--- src/rtl/decoder_pkg.sv ---
// rtl/decoder_pkg.sv - shared state encoding and line-polarity helper for decoder blocks
package decoder_pkg;

    typedef enum logic [1:0] {
        ST_IDLE  = 2'd0,
        ST_DRIVE = 2'd1,
        ST_BLANK = 2'd2
    } decoder_state_e;

    // Level of one output line: opt=1 gives active-high one-hot, opt=0 active-low one-cold.
    function automatic logic line_level(input logic hit, input logic opt);
        return opt ? hit : ~hit;
    endfunction

endpackage

--- src/rtl/decoder_onehot.sv ---
// rtl/decoder_onehot.sv - combinational select-to-lines decoder with polarity control
module decoder_onehot #(
    parameter int SEL_W = 3
) (
    input  logic [SEL_W-1:0]    sel,
    input  logic                active,
    input  logic                opt,
    output logic [2**SEL_W-1:0] y
);
    import decoder_pkg::*;

    for (genvar i = 0; i < 2**SEL_W; i++) begin : g_line
        assign y[i] = line_level(active && (sel == SEL_W'(i)), opt);
    end

endmodule

--- src/rtl/decoder_scan_nx.sv ---
// rtl/decoder_scan_nx.sv - manual/auto-scan channel decoder with dwell and blanking
module decoder_scan_nx #(
    parameter int SEL_W  = 3,
    parameter int NUM_CH = 8,
    parameter int DWELL  = 1000,
    parameter int BLANK  = 2
) (
    input  logic                i_clk,
    input  logic                i_rst_n,
    input  logic                i_en,
    input  logic                i_mode,
    input  logic                i_opt,
    input  logic [SEL_W-1:0]    i_sel,
    input  logic                i_load,
    output logic [2**SEL_W-1:0] o_y,
    output logic [SEL_W-1:0]    o_idx,
    output logic                o_wrap,
    output logic                o_err
);
    import decoder_pkg::*;

    localparam int CNT_MAX    = (DWELL > BLANK) ? DWELL : BLANK;
    localparam int CNT_W      = $clog2(CNT_MAX + 1);
    localparam int BLANK_LAST = (BLANK > 0) ? BLANK - 1 : 0;

    localparam logic [CNT_W-1:0] DWELL_END = CNT_W'(DWELL - 1);
    localparam logic [CNT_W-1:0] BLANK_END = CNT_W'(BLANK_LAST);
    localparam logic [SEL_W:0]   CH_LIMIT  = (SEL_W+1)'(NUM_CH);
    localparam logic [SEL_W-1:0] LAST_CH   = SEL_W'(NUM_CH - 1);

    decoder_state_e     state, state_n;
    logic [CNT_W-1:0]   cnt, cnt_n;
    logic [SEL_W-1:0]   idx_n;
    logic               mode_q;
    logic               wrap_n, err_n;
    logic               adv_wrap;
    logic [SEL_W-1:0]   adv_idx;
    logic               drive_n;
    logic [2**SEL_W-1:0] y_n;

    assign adv_wrap = (o_idx == LAST_CH);
    assign adv_idx  = adv_wrap ? '0 : o_idx + 1'b1;

    always_comb begin
        state_n = state;
        idx_n   = o_idx;
        cnt_n   = cnt;
        wrap_n  = 1'b0;
        err_n   = 1'b0;
        if (!i_en) begin
            state_n = ST_IDLE;
            cnt_n   = '0;
        end else if (!i_mode) begin
            cnt_n = '0;
            // Leaving scan mode parks the block; the load is only honoured once settled.
            if (state == ST_BLANK || (state == ST_DRIVE && mode_q)) begin
                state_n = ST_IDLE;
            end else if (i_load) begin
                if ({1'b0, i_sel} < CH_LIMIT) begin
                    state_n = ST_DRIVE;
                    idx_n   = i_sel;
                end else begin
                    err_n = 1'b1;
                end
            end
        end else begin
            case (state)
                ST_IDLE: begin
                    state_n = ST_DRIVE;
                    cnt_n   = '0;
                end
                ST_DRIVE: begin
                    // A drive inherited from manual mode restarts its dwell from zero.
                    if (!mode_q) begin
                        cnt_n = '0;
                    end else if (cnt == DWELL_END) begin
                        cnt_n = '0;
                        if (BLANK == 0) begin
                            idx_n  = adv_idx;
                            wrap_n = adv_wrap;
                        end else begin
                            state_n = ST_BLANK;
                        end
                    end else begin
                        cnt_n = cnt + 1'b1;
                    end
                end
                ST_BLANK: begin
                    if (cnt == BLANK_END) begin
                        state_n = ST_DRIVE;
                        cnt_n   = '0;
                        idx_n   = adv_idx;
                        wrap_n  = adv_wrap;
                    end else begin
                        cnt_n = cnt + 1'b1;
                    end
                end
                default: begin
                    state_n = ST_IDLE;
                    cnt_n   = '0;
                end
            endcase
        end
    end

    assign drive_n = (state_n == ST_DRIVE);

    decoder_onehot #(
        .SEL_W (SEL_W)
    ) u_onehot (
        .sel    (idx_n),
        .active (drive_n),
        .opt    (i_opt),
        .y      (y_n)
    );

    always_ff @(posedge i_clk) begin
        if (!i_rst_n) begin
            state  <= ST_IDLE;
            o_idx  <= '0;
            cnt    <= '0;
            mode_q <= 1'b0;
            o_y    <= '1;
            o_wrap <= 1'b0;
            o_err  <= 1'b0;
        end else begin
            state  <= state_n;
            o_idx  <= idx_n;
            cnt    <= cnt_n;
            mode_q <= i_mode;
            o_y    <= y_n;
            o_wrap <= wrap_n;
            o_err  <= err_n;
        end
    end

endmodule

--- config.mk ---
export PLATFORM = sky130hd
export DESIGN_NAME = decoder_scan_nx
export DESIGN_NICKNAME = d
export VERILOG_FILES = /design/src/rtl/decoder_pkg.sv /design/src/rtl/decoder_onehot.sv /design/src/rtl/decoder_scan_nx.sv
export SDC_FILE = /design/constraint.sdc
export NUM_CORES = 1
export LEC_CHECK = 0
export CAP_MARGIN = 0
export CELL_PAD_IN_SITES_DETAIL_PLACEMENT = 1
export CELL_PAD_IN_SITES_GLOBAL_PLACEMENT = 1
export CORE_ASPECT_RATIO = 1.5
export CORE_MARGIN = 2
export CORE_UTILIZATION = 38
export CTS_BUF_LIST = sky130_fd_sc_hd__clkbuf_8
export CTS_CLUSTER_DIAMETER = 150
export CTS_CLUSTER_SIZE = 16
export DETAILED_ROUTE_END_ITERATION = 10
export PLACE_DENSITY = 0.88
export SETUP_SLACK_MARGIN = 0.4
export SYNTH_ARGS = -nofsm -noshare
export SYNTH_HDL_FRONTEND = slang
export SYNTH_SLANG_ARGS = --single-unit
--- constraint.sdc ---
create_clock -name i_clk -period 2.5 [get_ports i_clk]
set_input_delay 0.5 -clock i_clk [delete_from_list [all_inputs] [get_ports i_clk]]
set_output_delay 0.5 -clock i_clk [all_outputs]
set_load 0.01 [all_outputs]
==> impl_metrics.env <==
export IMPL_status="finished with violations"
export IMPL_violations="setup timing"
export IMPL_final_common_cell="buf_4"
export IMPL_drt_iter0_drc=32
export IMPL_stdcell_count=247
export IMPL_cts_tree="done"
export IMPL_slew_headroom=0.649
export IMPL_synth_seq_cells=25
export IMPL_tightest_slew_ns=0.526
export IMPL_finalCritPeriodShare=1.06
export IMPL_vias=1403
export IMPL_diodes=0
export IMPL_viasPerCell=5.68
export IMPL_crit_chain="inv_2 -> ha_4 -> or4b_4 -> nor3_4 -> a311oi_2 -> buf_4 -> or4b_4 -> nor4b_4 -> mux2i_1"
export IMPL_h_tree_depth=1
export IMPL_grtUsageTotal=0.243
export IMPL_path_clk_slew_ns=0.09
export IMPL_cts_sinks=25
export IMPL_synthCells=153
export IMPL_die_x_um=53.8
export IMPL_antenna_found_initial=0
export IMPL_clockBufferDepth=2
export IMPL_drtPass1Iterations=4
export IMPL_ant_nets=0
export IMPL_crit_type="flip-flop to flip-flop"
export IMPL_syn_cell_area_sq_um=1410
export IMPL_finalSetupViolCount=8
export IMPL_grt_ovfl_total=0
export IMPL_crit_path_frequent_cell="or4b_4"
export IMPL_initial_utilization=0.391
export IMPL_placedCellCount=234
export IMPL_fillers=395
export IMPL_postCtsHoldBufs=0
export IMPL_hold_slack_ns=0.546
export IMPL_final_cell_mix="32 x buf_4, 22 x dfxtp_1, 18 x clkdlybuf4s50_1"
export IMPL_worstSetupStartpointType="flip-flop"
export IMPL_ys_types=49
export IMPL_arrival_ns=2.86
export IMPL_fin_util=0.590
export IMPL_wl_per_cell_um=21.4
export IMPL_io_buffers=20
export IMPL_finalNetCount=222
export IMPL_crit_path_end_kind="flip-flop"
export IMPL_cap_viol_max_count=0
export IMPL_slowest_delay_ns=0.57
export IMPL_layout_drive_gt1_share=0.353
export IMPL_vdd_ir_drop_worst_v=0.000500
export IMPL_synthArstFlopShare=0
export IMPL_hold_viol=0
export IMPL_p_sw_frac=0.284
export IMPL_setup_slack_ns=-0.140
export IMPL_hpwl_mm=3.50
export IMPL_multi_input_area_sq_um=1040
export IMPL_grt_setup_unrepaired="yes"
export IMPL_power_share_combinational=0.211
export IMPL_max_freq_ghz=0.379
export IMPL_cp_max_fo=5
export IMPL_final_max_slew_violation_count=0
export IMPL_power_internal_uw=609
export IMPL_p_clk_frac=0.296
export IMPL_cellPowerDensity_nw_per_um2=399
export IMPL_pin_count=22
export IMPL_hp_class="flip-flop to flip-flop"
export IMPL_clock_latency_ns=0.28
export IMPL_wl_mm=5.29
export IMPL_yosys_warnings=0
export IMPL_core_area_sq_um=3610
export IMPL_cts_root_buf="clkbuf_8"
export IMPL_grt_start_max_net_pins=14
export IMPL_synth_edff_count=0
export IMPL_cp_slowest_cell="or4b_4"
export IMPL_dieArea_sq_um=4230
export IMPL_switching_power_uw=241
export IMPL_grt_pass1_wl_mm=7.49
export IMPL_gp_congestion=0.883
export IMPL_synth_ff_type="dfxtp_1"
export IMPL_synth_avg_cell_area_sq_um=9.24
export IMPL_ys_seq_area_frac=0.354
export IMPL_power_leakage_nw=0.783
export IMPL_power_frac_seq=0.493
export IMPL_syn_num_nets=170
export IMPL_drc=0
export IMPL_syn_to_final_growth_pct=50.9
export IMPL_numCtsBuffers=3
export IMPL_rows=27
export IMPL_layout_min_cycle_time_ns=2.64
export IMPL_skew_ns=0.00975
export IMPL_ff_latch_area_sq_um=504
export IMPL_die_h_um=78.7
export IMPL_worstPathRequired_ns=2.72
export IMPL_grt_pass1_vias=1546
==> synth_stat cells (2+ instances only) <==
library cell	number	share of area
buf_1	2	0.0053
clkbuf_1	4	0.011
nor4b_2	2	0.021
xor2_1	5	0.031
nand4_1	3	0.013
nor3b_1	3	0.016
ha_1	8	0.071
nor2_1	15	0.040
a211oi_1	2	0.011
nand2_1	5	0.013
dfxtp_1	25	0.35
nand3_1	9	0.032
xnor2_1	3	0.019
or4b_4	2	0.019
nor2b_1	3	0.013
a21oi_1	2	0.0071
and3_1	5	0.022
nor3_1	6	0.021
nor4_1	2	0.0088
and2_1	5	0.022
mux2i_1	8	0.057
inv_1	6	0.016
o21ai_0	2	0.0071
==> area by class of cell <==
class                           count  share of cell area
Tap cell                           43              0.0252
Multi-Input combinational cell    115               0.487
Sequential cell                    25               0.236
Inverter                            6              0.0106
Clock buffer                        3              0.0194
Timing Repair Buffer               54               0.219
Clock inverter                      1             0.00176
==> final timing paths <==
path	start	to	slack (ns)	depth (start not counted)
min	cnt[0]$_SDFF_PN0_	cnt[1]$_SDFF_PN0_	0.55	2
max reg2reg	cnt[1]$_SDFF_PN0_	o_y[7]$_SDFF_PN1_	-0.14	9
min reg2reg	cnt[0]$_SDFF_PN0_	cnt[1]$_SDFF_PN0_	0.55	2
max	cnt[1]$_SDFF_PN0_	o_y[7]$_SDFF_PN1_	-0.14	9
==> what timing repair did <==
action / 4_1_cts / 5_1_grt
pin swaps: 5 / 16
setup buffers: 2 / 6
gates cloned: 0 / 1
setup endpoints to repair: 11 / 12
resized for setup: 15 / 18
==> power by group through the flow <==
stage	clock network (mW)	logic (mW)	registers [mW]
after floorplan	0	0.0665	0.432
after global placement	0	0.134	0.427
after detailed placement	0	0.143	0.428
after CTS	0.248	0.154	0.418
after global routing	0.274	0.190	0.420
final	0.252	0.180	0.419
==> critical path, delay by kind of cell (launching register included) <==
family / cells / cell delay (ns)
AOI/OAI and AO/OA: 1 / 0.15
and+or+nand+nor: 4 / 1.54
adders and majority gates: 1 / 0.11
muxes: 1 / 0.21
buffers and inverters: 2 / 0.24
DFF: 1 / 0.34
==> routing by layer <==
metal  vias to the layer above  routed length (um)  global-route usage
met5                         -                   0                   0
met4                         0                 244               0.121
met3                        25                 182              0.0395
met2                        43                2970               0.441
met1                       679                1900               0.256
li1                        656                   -                   -
==> through the flow <==
stage	TNS, ns	setup WS [ns]	cell area, sq um	power, mW
after global placement	-1.38	-0.257	1860	0.561
after global routing	-1.56	-0.268	2130	0.885
after detailed placement	-2.60	-0.396	1860	0.571
final	-0.624	-0.140	2130	0.850
after CTS	-0.344	-0.0907	1990	0.820
after floorplan	0	0.122	1450	0.499
==> flip-flops by register name, indices dropped and copies added, names as in the netlist <==
signal / cells
mode_q: 1
o_y: 8
state: 2
o_idx: 3
cnt: 10
o_wrap: 1
==> cells by family (layout without fill, tap and decap cells) <==
group / Yosys count / in the layout / synth area share
DFF: 25 / 25 / 0.354
adders and majority gates: 8 / 8 / 0.0708
and+or+nand+nor: 70 / 70 / 0.306
other: 1 / 1 / 0.00265
buffers and inverters: 14 / 64 / 0.0407
muxes: 8 / 8 / 0.0566
xor gates and xnor gates: 8 / 8 / 0.0496
AOI/OAI and AO/OA: 19 / 20 / 0.119
(Power assumes the default switching activity.)
